==> src/rtl/decode_pkg.sv <==
// Shared types for the RV32 decode stage: opcodes, control-field encodings and the
// decoded control bundle held in the output buffer.
package decode_pkg;

   typedef enum logic [6:0] {
      OPC_LUI    = 7'b0110111,
      OPC_AUIPC  = 7'b0010111,
      OPC_JAL    = 7'b1101111,
      OPC_JALR   = 7'b1100111,
      OPC_BRANCH = 7'b1100011,
      OPC_LOAD   = 7'b0000011,
      OPC_STORE  = 7'b0100011,
      OPC_OP_IMM = 7'b0010011,
      OPC_OP     = 7'b0110011,
      OPC_SYSTEM = 7'b1110011
   } opcode_t;

   typedef enum logic [1:0] {
      ST_RUN,
      ST_ARMED,
      ST_BLOCK
   } int_state_t;

   localparam logic [3:0] ALU_ADD      = 4'd0;
   localparam logic [3:0] ALU_LUI_COPY = 4'd9;

   localparam logic [2:0] PC_SRC_NEXT   = 3'd0;
   localparam logic [2:0] PC_SRC_JALR   = 3'd1;
   localparam logic [2:0] PC_SRC_BRANCH = 3'd2;
   localparam logic [2:0] PC_SRC_JAL    = 3'd3;
   localparam logic [2:0] PC_SRC_TRAP   = 3'd4;
   localparam logic [2:0] PC_SRC_MRET   = 3'd5;

   localparam logic [1:0] WR_SEL_PC4 = 2'd0;
   localparam logic [1:0] WR_SEL_CSR = 2'd1;
   localparam logic [1:0] WR_SEL_MEM = 2'd2;
   localparam logic [1:0] WR_SEL_ALU = 2'd3;

   localparam logic [1:0] SRCB_RS2   = 2'd0;
   localparam logic [1:0] SRCB_IMM_I = 2'd1;
   localparam logic [1:0] SRCB_IMM_S = 2'd2;
   localparam logic [1:0] SRCB_PC    = 2'd3;

   typedef struct packed {
      logic [4:0] rs1;
      logic [4:0] rs2;
      logic [4:0] rd;
      logic [3:0] alu_fun;
      logic       alu_srca;
      logic [1:0] alu_srcb;
      logic [2:0] pc_source;
      logic [1:0] rf_wr_sel;
      logic [2:0] func3;
      logic       reg_write;
      logic       mem_write;
      logic       mem_read;
      logic       csr_write;
      logic       branch;
      logic       illegal;
      logic       int_taken;
      logic       mdu;
   } ctrl_t;

   // Entry that replaces an instruction when an interrupt is taken: redirect only.
   function automatic ctrl_t trap_entry();
      ctrl_t c;
      c           = '0;
      c.int_taken = 1'b1;
      c.pc_source = PC_SRC_TRAP;
      return c;
   endfunction

endpackage

==> src/rtl/decode_comb.sv <==
// Pure combinational RV32 instruction -> control bundle + immediate decoder.
// Macro DECODE_RV32M_EN enables decoding of the M-extension (FUNC7 0x01) OP encodings.
module decode_comb
   import decode_pkg::*;
#(
   parameter int XLEN = 32
) (
   input  logic [31:0]     instr_i,
   output ctrl_t           ctrl_o,
   output logic [XLEN-1:0] imm_o
);

   opcode_t     opcode;
   logic [2:0]  f3;
   logic [6:0]  f7;
   logic [31:0] imm32;

   assign opcode = opcode_t'(instr_i[6:0]);
   assign f3     = instr_i[14:12];
   assign f7     = instr_i[31:25];
   assign imm_o  = XLEN'($signed(imm32));

   always_comb begin
      ctrl_o       = '0;
      imm32        = '0;
      ctrl_o.rs1   = instr_i[19:15];
      ctrl_o.rs2   = instr_i[24:20];
      ctrl_o.rd    = instr_i[11:7];
      ctrl_o.func3 = f3;
      case (opcode)
         OPC_LUI: begin
            imm32            = {instr_i[31:12], 12'b0};
            ctrl_o.alu_fun   = ALU_LUI_COPY;
            ctrl_o.alu_srca  = 1'b1;
            ctrl_o.rf_wr_sel = WR_SEL_ALU;
            ctrl_o.reg_write = 1'b1;
         end
         OPC_AUIPC: begin
            imm32            = {instr_i[31:12], 12'b0};
            ctrl_o.alu_srca  = 1'b1;
            ctrl_o.alu_srcb  = SRCB_PC;
            ctrl_o.rf_wr_sel = WR_SEL_ALU;
            ctrl_o.reg_write = 1'b1;
         end
         OPC_JAL: begin
            imm32 = {{11{instr_i[31]}}, instr_i[31], instr_i[19:12], instr_i[20],
                     instr_i[30:21], 1'b0};
            ctrl_o.pc_source = PC_SRC_JAL;
            ctrl_o.reg_write = 1'b1;
         end
         OPC_JALR: begin
            imm32            = {{20{instr_i[31]}}, instr_i[31:20]};
            ctrl_o.pc_source = PC_SRC_JALR;
            ctrl_o.reg_write = 1'b1;
         end
         OPC_BRANCH: begin
            // Taken/not-taken is resolved in execute; here we only mark the branch.
            imm32 = {{19{instr_i[31]}}, instr_i[31], instr_i[7], instr_i[30:25],
                     instr_i[11:8], 1'b0};
            ctrl_o.branch    = 1'b1;
            ctrl_o.pc_source = PC_SRC_BRANCH;
         end
         OPC_LOAD: begin
            imm32            = {{20{instr_i[31]}}, instr_i[31:20]};
            ctrl_o.alu_srcb  = SRCB_IMM_I;
            ctrl_o.rf_wr_sel = WR_SEL_MEM;
            ctrl_o.mem_read  = 1'b1;
            ctrl_o.reg_write = 1'b1;
         end
         OPC_STORE: begin
            imm32            = {{20{instr_i[31]}}, instr_i[31:25], instr_i[11:7]};
            ctrl_o.alu_srcb  = SRCB_IMM_S;
            ctrl_o.mem_write = 1'b1;
         end
         OPC_OP_IMM: begin
            imm32            = {{20{instr_i[31]}}, instr_i[31:20]};
            ctrl_o.alu_fun   = {f7[5] & (f3 == 3'd5), f3};
            ctrl_o.alu_srcb  = SRCB_IMM_I;
            ctrl_o.rf_wr_sel = WR_SEL_ALU;
            ctrl_o.reg_write = 1'b1;
         end
         OPC_OP: begin
            if (f7 == 7'h00 || f7 == 7'h20) begin
               ctrl_o.alu_fun   = {f7[5], f3};
               ctrl_o.rf_wr_sel = WR_SEL_ALU;
               ctrl_o.reg_write = 1'b1;
            end
`ifdef DECODE_RV32M_EN
            else if (f7 == 7'h01) begin
               ctrl_o.mdu       = 1'b1;
               ctrl_o.alu_fun   = {1'b0, f3};
               ctrl_o.rf_wr_sel = WR_SEL_ALU;
               ctrl_o.reg_write = 1'b1;
            end
`endif
            else begin
               ctrl_o.illegal = 1'b1;
            end
         end
         OPC_SYSTEM: begin
            imm32            = {{20{instr_i[31]}}, instr_i[31:20]};
            ctrl_o.alu_fun   = ALU_LUI_COPY;
            ctrl_o.rf_wr_sel = WR_SEL_CSR;
            if (f3 == 3'd0) begin
               ctrl_o.pc_source = PC_SRC_MRET;
            end else begin
               ctrl_o.csr_write = 1'b1;
               ctrl_o.reg_write = 1'b1;
            end
         end
         default: begin
            ctrl_o.illegal = 1'b1;
         end
      endcase
   end

endmodule

==> src/rtl/decode_stage.sv <==
// Registered RV32 decode stage: BUF_DEPTH-entry output buffer, fetch/execute handshakes,
// flush and interrupt injection. Macro DECODE_RV32M_EN (in decode_comb) enables M decode.
module decode_stage
   import decode_pkg::*;
#(
   parameter int XLEN      = 32,
   parameter int BUF_DEPTH = 2
) (
   input  logic            CLK,
   input  logic            RST_N,
   input  logic            IF_VALID,
   output logic            IF_READY,
   input  logic [31:0]     IF_INSTR,
   input  logic [XLEN-1:0] IF_PC,
   input  logic            FLUSH,
   input  logic            INT_REQ,
   input  logic            INT_EN,
   output logic            ID_VALID,
   input  logic            ID_READY,
   output logic [XLEN-1:0] ID_PC,
   output logic [XLEN-1:0] ID_IMM,
   output logic [4:0]      ID_RS1,
   output logic [4:0]      ID_RS2,
   output logic [4:0]      ID_RD,
   output logic [3:0]      ID_ALU_FUN,
   output logic            ID_ALU_SRCA,
   output logic [1:0]      ID_ALU_SRCB,
   output logic [2:0]      ID_PC_SOURCE,
   output logic [1:0]      ID_RF_WR_SEL,
   output logic [2:0]      ID_FUNC3,
   output logic            ID_REG_WRITE,
   output logic            ID_MEM_WRITE,
   output logic            ID_MEM_READ,
   output logic            ID_CSR_WRITE,
   output logic            ID_BRANCH,
   output logic            ID_ILLEGAL,
   output logic            ID_INT_TAKEN,
   output logic            ID_MDU
);

   localparam int PTR_W = (BUF_DEPTH > 1) ? $clog2(BUF_DEPTH) : 1;
   localparam int CNT_W = $clog2(BUF_DEPTH + 1);

   ctrl_t           dec_ctrl;
   logic [XLEN-1:0] dec_imm;
   ctrl_t           entry_ctrl;
   logic [XLEN-1:0] entry_imm;
   ctrl_t           head_ctrl;
   logic [XLEN-1:0] head_pc;
   logic [XLEN-1:0] head_imm;

   ctrl_t           buf_ctrl_q [BUF_DEPTH];
   logic [XLEN-1:0] buf_pc_q   [BUF_DEPTH];
   logic [XLEN-1:0] buf_imm_q  [BUF_DEPTH];

   logic [PTR_W-1:0] wr_ptr_q, wr_ptr_d;
   logic [PTR_W-1:0] rd_ptr_q, rd_ptr_d;
   logic [CNT_W-1:0] count_q, count_d;
   int_state_t       state_q;
   logic             push;
   logic             pop;

   decode_comb #(.XLEN(XLEN)) u_decode_comb (
      .instr_i (IF_INSTR),
      .ctrl_o  (dec_ctrl),
      .imm_o   (dec_imm)
   );

   assign IF_READY = (count_q < CNT_W'(BUF_DEPTH)) && RST_N && !FLUSH;
   assign ID_VALID = (count_q != '0);
   assign push     = IF_VALID && IF_READY;
   assign pop      = ID_VALID && ID_READY && !FLUSH;

   // While armed, the next accepted instruction becomes the interrupt entry.
   assign entry_ctrl = (state_q == ST_ARMED) ? trap_entry() : dec_ctrl;
   assign entry_imm  = (state_q == ST_ARMED) ? '0 : dec_imm;

   always_comb begin
      wr_ptr_d = wr_ptr_q;
      rd_ptr_d = rd_ptr_q;
      count_d  = count_q;
      if (FLUSH) begin
         wr_ptr_d = '0;
         rd_ptr_d = '0;
         count_d  = '0;
      end else begin
         if (push) begin
            wr_ptr_d = (wr_ptr_q == PTR_W'(BUF_DEPTH - 1)) ? '0 : wr_ptr_q + PTR_W'(1);
         end
         if (pop) begin
            rd_ptr_d = (rd_ptr_q == PTR_W'(BUF_DEPTH - 1)) ? '0 : rd_ptr_q + PTR_W'(1);
         end
         case ({push, pop})
            2'b10:   count_d = count_q + CNT_W'(1);
            2'b01:   count_d = count_q - CNT_W'(1);
            default: count_d = count_q;
         endcase
      end
   end

   always_ff @(posedge CLK) begin
      if (!RST_N) begin
         wr_ptr_q <= '0;
         rd_ptr_q <= '0;
         count_q  <= '0;
      end else begin
         wr_ptr_q <= wr_ptr_d;
         rd_ptr_q <= rd_ptr_d;
         count_q  <= count_d;
      end
   end

   always_ff @(posedge CLK) begin
      if (push) begin
         buf_ctrl_q[wr_ptr_q] <= entry_ctrl;
         buf_pc_q[wr_ptr_q]   <= IF_PC;
         buf_imm_q[wr_ptr_q]  <= entry_imm;
      end
   end

   always_ff @(posedge CLK) begin
      if (!RST_N) begin
         state_q <= ST_RUN;
      end else begin
         case (state_q)
            ST_RUN:   if (INT_REQ && INT_EN) state_q <= ST_ARMED;
            ST_ARMED: begin
               if (push)         state_q <= ST_BLOCK;
               else if (!INT_EN) state_q <= ST_RUN;
            end
            ST_BLOCK: if (!INT_REQ) state_q <= ST_RUN;
            default:  state_q <= ST_RUN;
         endcase
      end
   end

   // Empty buffer presents an all-zero bundle, which also covers the reset state.
   assign head_ctrl = ID_VALID ? buf_ctrl_q[rd_ptr_q] : '0;
   assign head_pc   = ID_VALID ? buf_pc_q[rd_ptr_q]   : '0;
   assign head_imm  = ID_VALID ? buf_imm_q[rd_ptr_q]  : '0;

   assign ID_PC        = head_pc;
   assign ID_IMM       = head_imm;
   assign ID_RS1       = head_ctrl.rs1;
   assign ID_RS2       = head_ctrl.rs2;
   assign ID_RD        = head_ctrl.rd;
   assign ID_ALU_FUN   = head_ctrl.alu_fun;
   assign ID_ALU_SRCA  = head_ctrl.alu_srca;
   assign ID_ALU_SRCB  = head_ctrl.alu_srcb;
   assign ID_PC_SOURCE = head_ctrl.pc_source;
   assign ID_RF_WR_SEL = head_ctrl.rf_wr_sel;
   assign ID_FUNC3     = head_ctrl.func3;
   assign ID_REG_WRITE = head_ctrl.reg_write;
   assign ID_MEM_WRITE = head_ctrl.mem_write;
   assign ID_MEM_READ  = head_ctrl.mem_read;
   assign ID_CSR_WRITE = head_ctrl.csr_write;
   assign ID_BRANCH    = head_ctrl.branch;
   assign ID_ILLEGAL   = head_ctrl.illegal;
   assign ID_INT_TAKEN = head_ctrl.int_taken;
   assign ID_MDU       = head_ctrl.mdu;

endmodule

==> config.mk <==
export PLATFORM = sky130hd
export DESIGN_NAME = decode_stage
export DESIGN_NICKNAME = d
export VERILOG_FILES = /design/src/rtl/decode_pkg.sv /design/src/rtl/decode_comb.sv /design/src/rtl/decode_stage.sv
export SDC_FILE = /design/constraint.sdc
export NUM_CORES = 1
export LEC_CHECK = 0
export CAP_MARGIN = 20
export CORE_UTILIZATION = 40
export CTS_BUF_LIST = sky130_fd_sc_hd__clkbuf_4 sky130_fd_sc_hd__clkbuf_8
export DETAILED_ROUTE_END_ITERATION = 12
export DONT_BUFFER_PORTS = 1
export PLACE_DENSITY_LB_ADDON = 0.25
export SETUP_SLACK_MARGIN = 0.2
export SYNTH_ARGS = -nofsm -noshare
export SYNTH_HDL_FRONTEND = slang
export SYNTH_HIERARCHICAL = 1
export SYNTH_SLANG_ARGS = --single-unit
==> constraint.sdc <==
create_clock -name CLK -period 10.85 [get_ports CLK]
set_input_delay 3.255 -clock CLK [delete_from_list [all_inputs] [get_ports CLK]]
set_output_delay 3.255 -clock CLK [all_outputs]
set_load 0.02 [all_outputs]
==> impl_metrics.csv <==
group,metric,value,unit
timing,total_negative_setup_slack,0,ns
logic_synthesis,synth_fa_ha_area_frac,0.00133,
logic_synthesis,synthMostInstantiatedCell,"sky130_fd_sc_hd__edfxtp_1",
floorplan,dieHeight,155,µm
timing,period_share,0.650,
flow_run,max_cap_viol_count,0,
critical_path,critical_path.endpoint_type,"output pin",
routing,drt-vias-per-instance,5.04,
clock_network,cts_made_buffers,38,
logic_synthesis,synth_top_family_by_area,"simple AND/OR/NAND/NOR gates",
routing,num_vias,5069,
clock_network,cts.root.buffer_cell,"sky130_fd_sc_hd__clkbuf_8",
cells_and_area,syn_to_final_growth,8.66,%
timing,max_freq,142,MHz
logic_synthesis,synth_cell_type_count,46,
clock_network,ctsResizeCount,0,
critical_path,critical_path.reg2reg.endpoint,"buf_imm_q[0][17]$_DFFE_PP_",
worst_hold_path,hold_path_startpoint,"state_q[1]$_SDFFE_PN0P_",
critical_path,critical_path_class,"input port to output pin",
critical_path,slowest_stage,"sky130_fd_sc_hd__nor3b_1",
critical_path,critPathTopFamily,"simple AND/OR/NAND/NOR gates",
global_route,grt_use_total,0.162,
placement,io_buffers,0,
routing,drtAntennaViolNets,0,
power,power.leakage,3.30,nW
clock_network,numClockSinks,211,
logic_synthesis,cells_after_synth,676,
logic_synthesis,synth_largest_type_area_fraction,0.652,
routing,post_drt_wl_per_cell,19.6,µm
cells_and_area,final_nets,738,
timing,unrepaired_setup_endpoints_after_global_routing,"no",
critical_path,timing.rr.start,"count_q[1]$_SDFFE_PP0P_",
routing,drt_iter0_drc,325,
global_route,antenna_found_initial,0,
floorplan,floorplan.die.width,155,µm
logic_synthesis,synth_warnings,6,
cells_and_area,final_layout_size_suffix_gt1_frac,0.114,
floorplan,initial_core_util,0.411,
timing,final_max_slew_viol_count,0,
logic_synthesis,muxShareOfSynthArea,0.109,
critical_path,critical_path.startpoint,"RST_N",
floorplan,dieArea,24100,µm²
logic_synthesis,synth_simple_gate_area_share,0.131,
logic_synthesis,synth_common_cells,"sky130_fd_sc_hd__edfxtp_1 (204), sky130_fd_sc_hd__nor2_1 (124), sky130_fd_sc_hd__mux2i_1 (102)",
logic_synthesis,ys_seq_elements,211,
timing,hold_violations,0,
logic_synthesis,synth_xor_xnor_area_share,0.00466,
clock_network,post-cts-setup-buffer-count,0,
critical_path,critPathMaxStageDelay,0.54,ns
clock_network,clkSlewWorstSetupHoldPaths,0.06,ns
routing,postRouteWirelength,19700,µm
routing,first_pass_iters,5,
clock_network,cts-htree-levels,2,
worst_hold_path,min_path_cells,2,
clock_network,cts_hold_repair.buffers,0,
global_route,grt_first_pass_wirelength,29900,µm
timing,clock-skew-final,0.0157,ns
timing,fin_crit,7.05,ns
logic_synthesis,postSynth.asyncResetShare,0,
logic_synthesis,synth_enable_flop_cells,204,
logic_synthesis,synth_sequential_area_ratio,0.667,
critical_path,worst-endpoint-required,7.60,ns
logic_synthesis,netlist_area,9390,µm²
worst_hold_path,hold_crit_endpoint,"state_q[1]$_SDFFE_PN0P_",
logic_synthesis,mean_cell_area_of_the_mapped_netlist,13.9,µm²
timing,finalSetupViolCount,0,
critical_path,path_max_fanout,5,
cells_and_area,finalInstanceArea,10200,µm²
power,p_per_area,167,nW/µm²
critical_path,worst-endpoint-arrival,3.79,ns
timing,timing.slew.headroom,0.308,
placement,globalplace.congestion,0.809,
routing,drc_errors,0,
logic_synthesis,synth-compound-area-share,0.0413,
timing,worst_slew_pin_slew,1.04,ns
clock_network,clkLatencyLatePin,0.51,ns
logic_synthesis,synth_top_cells_by_area,"sky130_fd_sc_hd__edfxtp_1 (65%), sky130_fd_sc_hd__mux2i_1 (11%), sky130_fd_sc_hd__and2_1 (5.3%)",
critical_path,timing.reg2reg.worst_path_depth,4,
cells_and_area,n_antenna_cell,0,
placement,hpwl,12500,µm
power,vdd_ir_drop_max,0.000102,V
placement,dpl_cell_area,9430,µm²
global_route,global_route.overflow_total,0,
status,status,"completed",
clock_network,worst_case_clock_buffer_depth,3,
clock_network,clock_tree_from_tritoncts,"built",
critical_path,sequence_of_cells_on_the_critical_path,"nor3b_1",
worst_hold_path,worstHoldPathType,"flop to flop",
global_route,first_global_vias,5197,
global_route,grt_max_degree,73,
critical_path,cp-start-kind,"input port",
floorplan,row_count,55,
critical_path,worst-r2r-setup-slack,7.91,ns
floorplan,io-pin-count,175,
logic_synthesis,synth_area_leader_cell,"sky130_fd_sc_hd__edfxtp_1",
floorplan,core_area,22800,µm²
critical_path,timing.critical_path.buf_inv,0,
logic_synthesis,ys_dominant_reg_cell,"sky130_fd_sc_hd__edfxtp_1",
-- cell type report --
| type | instances | area [µm²] |
|---|---|---|
| clock buffers | 48 | 617 |
| clock inverters | 18 | 128 |
| fillers | 2105 | 12600 |
| inverters | 3 | 11.3 |
| multi-input cells | 406 | 2720 |
| flip-flops and latches | 211 | 6270 |
| well taps | 313 | 392 |
| repair buffers | 6 | 65.1 |
-- power by group --
part           internal (mW)  switching [mW]  leakage (nW)
clock                  0.418           0.309         0.394
combinational         0.0188          0.0443          1.13
sequential             0.908         0.00442          1.78
-- through the flow --
stage / utilization / worst slack (ns) / hold slack [ns] / std cells / power (mW)
2_1_floorplan: - / 2.37 / 0.449 / 677 / 0.989
3_3_place_gp: 0.413 / 3.76 / 0.487 / 938 / 0.991
3_5_place_dp: 0.413 / 3.79 / 0.503 / 938 / 0.994
4_1_cts: 0.446 / 3.79 / 0.516 / 1004 / 1.73
5_1_grt: 0.447 / 3.78 / 0.547 / 1005 / 1.77
6_report: 0.447 / 3.80 / 0.517 / 1005 / 1.70
-- cell families after synthesis --
| kind of cell | Yosys count |
|---|---|
| multiplexers | 102 |
| buffers and inverters | 60 |
| other | 1 |
| AND/OR/NAND/NOR | 245 |
| flip-flops | 211 |
| XOR/XNOR | 5 |
| AO/OA/AOI/OAI | 51 |
| adder cells (fa/ha/maj) | 1 |
-- flip-flops by register name, indices dropped and copies added, names as in the netlist, named ones only --
signal / count
buf_pc_q: 64
state_q: 2
count_q: 2
buf_ctrl_q: 76
wr_ptr_q: 1
rd_ptr_q: 1
buf_imm_q: 64
-- cells in the final DEF, fill, tap and decap left out, types with 2 or more instances in the layout --
master and instances:
sky130_fd_sc_hd__clkbuf_4 7, sky130_fd_sc_hd__a22o_1 5, sky130_fd_sc_hd__nand3b_1 3, sky130_fd_sc_hd__mux2i_1 102, sky130_fd_sc_hd__edfxtp_1 204, sky130_fd_sc_hd__conb_1 2
sky130_fd_sc_hd__inv_1 3, sky130_fd_sc_hd__nand2_1 10, sky130_fd_sc_hd__a21o_1 21, sky130_fd_sc_hd__clkinv_1 10, sky130_fd_sc_hd__dfxtp_1 6, sky130_fd_sc_hd__xor2_1 2
sky130_fd_sc_hd__xnor2_1 3, sky130_fd_sc_hd__a211oi_1 2, sky130_fd_sc_hd__or2_2 3, sky130_fd_sc_hd__and2_1 78, sky130_fd_sc_hd__buf_4 5, sky130_fd_sc_hd__nor2_1 122
sky130_fd_sc_hd__bufinv_16 2, sky130_fd_sc_hd__clkinv_2 6, sky130_fd_sc_hd__nand2b_1 5, sky130_fd_sc_hd__nor3_1 4, sky130_fd_sc_hd__clkbuf_8 41, sky130_fd_sc_hd__nor4_1 2
sky130_fd_sc_hd__a21oi_1 4, sky130_fd_sc_hd__and3_1 3, sky130_fd_sc_hd__o21ai_0 9, sky130_fd_sc_hd__nor2_4 2, sky130_fd_sc_hd__or3_1 2, sky130_fd_sc_hd__and4bb_2 2
-- per-layer routing --
layer,part of all wire,GRT usage,vias up
met1,0.42,0.197,2457
met3,0.095,0.0646,27
met4,0.015,0.0518,0
met5,0,0,-
met2,0.47,0.265,196
li1,-,-,2389
-- how the worst max path moves through the flow --
stage | end | slack (ns) | cells after the start
finish | IF_READY | 3.80 | 1
global route | IF_READY | 3.78 | 1
CTS | IF_READY | 3.79 | 1
detailed placement | IF_READY | 3.79 | 1
global placement | IF_READY | 3.76 | 1
floorplan | buf_ctrl_q[0][0]$_DFFE_PP_ | 2.37 | 3
Note: power is estimated with default switching activity, not from simulation.
